==> config.mk <==
export PLATFORM = sky130hd
export DESIGN_NAME = image_mem_arbiter_flat
export DESIGN_NICKNAME = d
export VERILOG_FILES = /design/src/rtl/image_mem_arbiter_if.sv /design/src/rtl/image_mem_arbiter.sv /design/src/flat_wrapper.sv
export SDC_FILE = /design/constraint.sdc
export NUM_CORES = 1
export LEC_CHECK = 0
export CAP_MARGIN = 10
export CORE_ASPECT_RATIO = 0.9
export CORE_MARGIN = 5
export CORE_UTILIZATION = 52
export DETAILED_ROUTE_END_ITERATION = 10
export HOLD_SLACK_MARGIN = 0.08
export PLACE_DENSITY = 0.9
export SYNTH_ARGS = -nofsm -noshare
export SYNTH_HDL_FRONTEND = slang
export SYNTH_SLANG_ARGS = --single-unit
==> constraint.sdc <==
create_clock -name clk -period 2.4 [get_ports clk]
set_input_delay 0.6 -clock clk [delete_from_list [all_inputs] [get_ports clk]]
set_output_delay 0.6 -clock clk [all_outputs]
set_load 0.05 [all_outputs]
==> src/rtl/image_mem_arbiter_if.sv <==
// Bus bundle between the display/loader requesters, the image RAM arbiter and the RAM.
// The slave view is the arbiter's: it serves requests and drives the RAM strobe.
interface image_mem_arbiter_if #(
  parameter int AW = 14,
  parameter int DW = 16
);
  logic          disp_req;
  logic [AW-1:0] disp_addr;
  logic [DW-1:0] disp_rdata;
  logic          disp_rvalid;
  logic          wr_valid;
  logic [AW-1:0] wr_addr;
  logic [DW-1:0] wr_data;
  logic          wr_ready;
  logic          mem_en;
  logic          mem_we;
  logic [AW-1:0] mem_addr;
  logic [DW-1:0] mem_wdata;
  logic [DW-1:0] mem_rdata;

  modport slave (
    input  disp_req, disp_addr, wr_valid, wr_addr, wr_data, mem_rdata,
    output disp_rdata, disp_rvalid, wr_ready, mem_en, mem_we, mem_addr, mem_wdata
  );

  modport master (
    output disp_req, disp_addr, wr_valid, wr_addr, wr_data, mem_rdata,
    input  disp_rdata, disp_rvalid, wr_ready, mem_en, mem_we, mem_addr, mem_wdata
  );
endinterface

==> src/rtl/image_mem_arbiter.sv <==
// Single-port image RAM arbiter: display reads win every cycle with fixed 2-cycle latency,
// loader writes queue in a small FIFO and drain into idle (optionally vblank-only) cycles.
module image_mem_arbiter #(
  parameter int AW          = 14,
  parameter int DW          = 16,
  parameter int FIFO_DEPTH  = 4,
  parameter int VBLANK_ONLY = 0
) (
  input  logic                          clk,
  input  logic                          rst,
  input  logic                          vblank,
  image_mem_arbiter_if.slave            bus,
  output logic [$clog2(FIFO_DEPTH):0]   fifo_level
);
  localparam int LW = $clog2(FIFO_DEPTH) + 1;
  localparam int PW = $clog2(FIFO_DEPTH);

  localparam logic [1:0] CMD_IDLE  = 2'd0;
  localparam logic [1:0] CMD_READ  = 2'd1;
  localparam logic [1:0] CMD_WRITE = 2'd2;

  logic [AW-1:0] fifo_addr [FIFO_DEPTH];
  logic [DW-1:0] fifo_data [FIFO_DEPTH];
  logic [PW-1:0] wr_ptr;
  logic [PW-1:0] rd_ptr;
  logic          push;
  logic          pop;
  logic          drain_ok;
  logic [1:0]    cmd_p0;
  logic          rd_tag_p1;

  // Ready comes from the registered level only, so a full FIFO never takes a same-cycle pop credit.
  assign bus.wr_ready = (fifo_level < LW'(FIFO_DEPTH));
  assign push         = bus.wr_valid & bus.wr_ready;
  assign drain_ok     = (VBLANK_ONLY == 0) || vblank;
  assign pop          = !bus.disp_req && (fifo_level != '0) && drain_ok;

  always_ff @(posedge clk) begin
    if (push) begin
      fifo_addr[wr_ptr] <= bus.wr_addr;
      fifo_data[wr_ptr] <= bus.wr_data;
    end
  end

  always_ff @(posedge clk or posedge rst) begin
    if (rst) begin
      wr_ptr     <= '0;
      rd_ptr     <= '0;
      fifo_level <= '0;
    end else begin
      if (push) wr_ptr <= wr_ptr + 1'b1;
      if (pop)  rd_ptr <= rd_ptr + 1'b1;
      case ({push, pop})
        2'b10:   fifo_level <= fifo_level + 1'b1;
        2'b01:   fifo_level <= fifo_level - 1'b1;
        default: fifo_level <= fifo_level;
      endcase
    end
  end

  // Stage p0: command register driving the RAM strobe; address/data hold while idle.
  always_ff @(posedge clk or posedge rst) begin
    if (rst) begin
      cmd_p0        <= CMD_IDLE;
      bus.mem_addr  <= '0;
      bus.mem_wdata <= '0;
    end else if (bus.disp_req) begin
      cmd_p0       <= CMD_READ;
      bus.mem_addr <= bus.disp_addr;
    end else if (pop) begin
      cmd_p0        <= CMD_WRITE;
      bus.mem_addr  <= fifo_addr[rd_ptr];
      bus.mem_wdata <= fifo_data[rd_ptr];
    end else begin
      cmd_p0 <= CMD_IDLE;
    end
  end

  assign bus.mem_en = (cmd_p0 != CMD_IDLE);
  assign bus.mem_we = (cmd_p0 == CMD_WRITE);

  // Stage p1/p2: read tag tracks the RAM's one-cycle output, then data is captured for display.
  always_ff @(posedge clk or posedge rst) begin
    if (rst) begin
      rd_tag_p1       <= 1'b0;
      bus.disp_rvalid <= 1'b0;
      bus.disp_rdata  <= '0;
    end else begin
      rd_tag_p1       <= (cmd_p0 == CMD_READ);
      bus.disp_rvalid <= rd_tag_p1;
      if (rd_tag_p1) bus.disp_rdata <= bus.mem_rdata;
    end
  end
endmodule

==> src/flat_wrapper.sv <==
// flat-port wrapper written by rule: the top's interface ports become plain ports
module image_mem_arbiter_flat 
#(
  parameter int AW          = 14,
  parameter int DW          = 16,
  parameter int FIFO_DEPTH  = 4,
  parameter int VBLANK_ONLY = 0
)
  (clk, rst, vblank, fifo_level, bus_disp_req, bus_disp_addr, bus_wr_valid, bus_wr_addr, bus_wr_data, bus_mem_rdata, bus_disp_rdata, bus_disp_rvalid, bus_wr_ready, bus_mem_en, bus_mem_we, bus_mem_addr, bus_mem_wdata);
  image_mem_arbiter_if #(.AW(AW), .DW(DW)) bus_i ();
  input  logic clk;
  input  logic rst;
  input  logic vblank;
  output logic [$clog2(FIFO_DEPTH):0] fifo_level;
  input wire logic [$bits(bus_i.disp_req)-1:0] bus_disp_req;
  input wire logic [$bits(bus_i.disp_addr)-1:0] bus_disp_addr;
  input wire logic [$bits(bus_i.wr_valid)-1:0] bus_wr_valid;
  input wire logic [$bits(bus_i.wr_addr)-1:0] bus_wr_addr;
  input wire logic [$bits(bus_i.wr_data)-1:0] bus_wr_data;
  input wire logic [$bits(bus_i.mem_rdata)-1:0] bus_mem_rdata;
  output wire logic [$bits(bus_i.disp_rdata)-1:0] bus_disp_rdata;
  output wire logic [$bits(bus_i.disp_rvalid)-1:0] bus_disp_rvalid;
  output wire logic [$bits(bus_i.wr_ready)-1:0] bus_wr_ready;
  output wire logic [$bits(bus_i.mem_en)-1:0] bus_mem_en;
  output wire logic [$bits(bus_i.mem_we)-1:0] bus_mem_we;
  output wire logic [$bits(bus_i.mem_addr)-1:0] bus_mem_addr;
  output wire logic [$bits(bus_i.mem_wdata)-1:0] bus_mem_wdata;
  assign bus_i.disp_req = bus_disp_req;
  assign bus_i.disp_addr = bus_disp_addr;
  assign bus_i.wr_valid = bus_wr_valid;
  assign bus_i.wr_addr = bus_wr_addr;
  assign bus_i.wr_data = bus_wr_data;
  assign bus_i.mem_rdata = bus_mem_rdata;
  assign bus_disp_rdata = bus_i.disp_rdata;
  assign bus_disp_rvalid = bus_i.disp_rvalid;
  assign bus_wr_ready = bus_i.wr_ready;
  assign bus_mem_en = bus_i.mem_en;
  assign bus_mem_we = bus_i.mem_we;
  assign bus_mem_addr = bus_i.mem_addr;
  assign bus_mem_wdata = bus_i.mem_wdata;
  image_mem_arbiter #(.AW(AW), .DW(DW), .FIFO_DEPTH(FIFO_DEPTH), .VBLANK_ONLY(VBLANK_ONLY)) u_core (.clk(clk), .rst(rst), .vblank(vblank), .bus(bus_i), .fifo_level(fifo_level));
endmodule
==> run metrics, run 1 <==
initial antenna violation count 0; TritonRoute pass-1 iters 4; syn avg cell area around 21 um2; Max-slew headroom a little over half; commonest cells after routing, fill and taps aside 120 x edfxtp_1, 114 x clkdlybuf4s50_1, 53 x dfrtp_1; synthesized net count roughly 400; Min-Delay Path Class reg -> reg; Final min period 2330 ps; crit-path max FO 3; Max VDD drop around 0.00073 V; Tcrit/Tclk final between 90 and 100%; DIE AREA roughly 15000 um2; TritonCTS clock tree done; global-route wire length before repair a little over 20 mm; nature of the critical path startpoint flop; Final Core Density 68.9%; ratio of cells with drive above 1 in the final layout 27.1%; pwr/cell area around 1300 nW/um2; vias in the first global route 3741; Reg-to-Reg Start u_core.fifo_level[0]$_DFFE_PP0P_; hold path endpoint u_core.rd_tag_p1$_DFF_PP0_; total power draw between 0.01 and 0.015 W; warnings from Yosys 0; Hold Fails Final Rpt 0; final RePlAce weighted congestion about 0.70; hold path cells 1; leakage power about 3.2 nW; CP max-delay cell clkdlybuf4s50_1; placed cell count between 600 and 700; r2r worst-path depth 9; grt total ovfl 0; Seq/Total Area, Yosys 74.2%; Arr. time, crit path 1730 ps; core area between 10000 and 15000 um2; Distinct cells, synth 30; Slew Viols, Final 0; reg2reg end u_core.fifo_level[2]$_DFFE_PP0P_; 1st-iter DRT viols 246; dpl hpwl between 8 and 9 mm; CP endpoint kind output port; Clk pin slew, worst setup/hold paths roughly 50 ps; row count 39; Clock Skews 7.90 ps; layout net count ~530; crit path cell chain nor2b_1, clkdlybuf4s50_1; clk sinks about 180; routed vias/inst around 5.4; worst reg2reg setup slack about 470 ps; commonest non-fill, non-tap cell in the layout edfxtp_1; n_diodes 0; actual slew at the worst max-slew pin 683 ps; post-DR wirelength/cell slightly above 20 um; clk root buf clkbuf_16; pin count of the biggest net entering global routing 39; GR Util All Layers roughly 17%; DRC viols 0; post-synthesis register bit count about 180; RSZ-0062 raised after global routing no; synth-to-layout area growth 29.5%; Initial Utilization roughly 53%; hold path startpoint u_core.cmd_p0[1]$_DFF_PP0_; Fmax achieved approximately 430 MHz; critical path's largest stage delay ~830 ps; final setup violation count 0; Vias between 3000 and 4000; H-Tree Depth 4; Skew-Pair Late Insertion Delay between 400 and 500 ps; Mapped Cells roughly 320; final WL roughly 13 mm; crit path kind reg -> out; Req. time, crit path 1800 ps; status finished, final reports clean; boundary pin count about 120; Die Width 130 um; Max Cap Viol 0; CTS Buf Count 17; DP Worst Slack -125 ps; Longest Clk Path Bufs 2; Routed Antenna Nets 0; IO buf count roughly 120; die height around 120 um; final non-filler cell total roughly 630; synthesized area between 6000 and 7000 um2; PnR worst setup slack roughly 74 ps
-- routing by layer --
| layer | vias to the layer above | GRT usage, % | routed length [um] |
|---|---|---|---|
| met5 | - | 0 | 0 |
| met3 | 10 | 5.77 | 1010 |
| li1 | 1533 | - | - |
| met4 | 0 | 3.86 | 110 |
| met1 | 1768 | 22.4 | 5100 |
| met2 | 120 | 29.0 | 6650 |
-- area by class of cell --
cell class,count,area [um2]
clock buffers,27,483
clock inverters,5,53.8
fillers,799,3960
inverters,9,38.8
multi-input cells,118,1590
flip-flops and latches,177,5030
well taps,164,205
repair buffers,133,1380
-- repair_timing --
action                     4_1_cts  5_1_grt
hold buffers                     0        0
setup buffers                    0        0
setup endpoints to repair        1        1
resized for setup                1        1
-- how the worst max path moves through the flow --
stage                                                start                               end  slack [ps]  cells past startpoint
after global routing            u_core.cmd_p0[0]$_DFF_PP0_                        bus_mem_we          10                      2
after CTS                 u_core.fifo_level[2]$_DFFE_PP0P_                      bus_wr_ready          20                      2
after detailed placement                      bus_disp_req  u_core.fifo_level[2]$_DFFE_PP0P_        -130                      9
after floorplan           u_core.fifo_level[0]$_DFFE_PP0P_  u_core.fifo_level[2]$_DFFE_PP0P_         110                     11
final                           u_core.cmd_p0[0]$_DFF_PP0_                        bus_mem_we          70                      2
after global placement                        bus_disp_req  u_core.fifo_level[2]$_DFFE_PP0P_         -90                      9
-- sequential cells by signal, indices dropped and copies added (netlist names), 2 cells and up --
signal	count
u_core.rd_ptr	2
u_core.bus.disp_rdata	16
u_core.bus.mem_wdata	16
u_core.wr_ptr	2
u_core.cmd_p0	2
u_core.fifo_addr	56
u_core.bus.mem_addr	14
u_core.fifo_level	3
u_core.fifo_data	64
-- synthesized netlist by cell type (all sizes together) --
library cell / instances / share of area [%]
clkbuf: 4 / 0.22
nand2b: 15 / 1.4
nor3b: 1 / 0.11
nor2b: 3 / 0.28
nor2: 1 / 0.055
mux2: 32 / 6.2
o21ai: 1 / 0.074
ha: 5 / 0.92
inv: 9 / 0.57
mux4: 30 / 10
o221a: 14 / 2.3
mux2i: 1 / 0.15
fa: 1 / 0.30
and2: 4 / 0.37
xor2: 2 / 0.26
dfrtp: 57 / 21
xnor2: 4 / 0.52
edfxtp: 120 / 53
or2: 2 / 0.18
nand2: 1 / 0.055
nor3: 1 / 0.15
buf: 11 / 1.7
-- report_power, final --
part | internal [W] | switching [W] | leakage, nW
Combinational | 0.00186 | 0.00232 | 1.18
Clock | 0.00148 | 0.00100 | 0.253
Sequential | 0.00397 | 0.000367 | 1.75
-- per-stage QoR --
step	hold slack [ps]	cell area [um2]	setup TNS [ps]
floorplan	352	6780	0
global route	446	8780	0
detailed placement	429	8240	-125
CTS	435	8780	0
global placement	419	8240	-91.9
finish	430	8780	0
-- kinds of logic (layout without fill, tap and decap cells) --
| logic type | count (synthesis) | count (layout) | synth area share [%] |
|---|---|---|---|
| adder cells (fa/ha/maj) | 6 | 6 | 1.22 |
| AND/OR/NAND/NOR | 28 | 28 | 2.58 |
| XOR/XNOR | 6 | 6 | 0.775 |
| multiplexers | 63 | 63 | 16.4 |
| buffers and inverters | 24 | 174 | 2.45 |
| AO/OA/AOI/OAI | 15 | 15 | 2.40 |
| flip-flops | 177 | 177 | 74.2 |
-- worst max-delay path: cells and delay by family (launching register included) --
| kind | cells | cell delay, ps |
|---|---|---|
| simple gates | 1 | 110 |
| buf+inv | 1 | 830 |
| flops | 1 | 380 |
Note: power is estimated with default switching activity, not from simulation.
==> run 2, diff against run 1 <==
Settings changed: HOLD_SLACK_MARGIN 0.08 to 0.12.
==> results of run 2 <==
The final DEF is identical to that of run 1; final timing and power are the same.
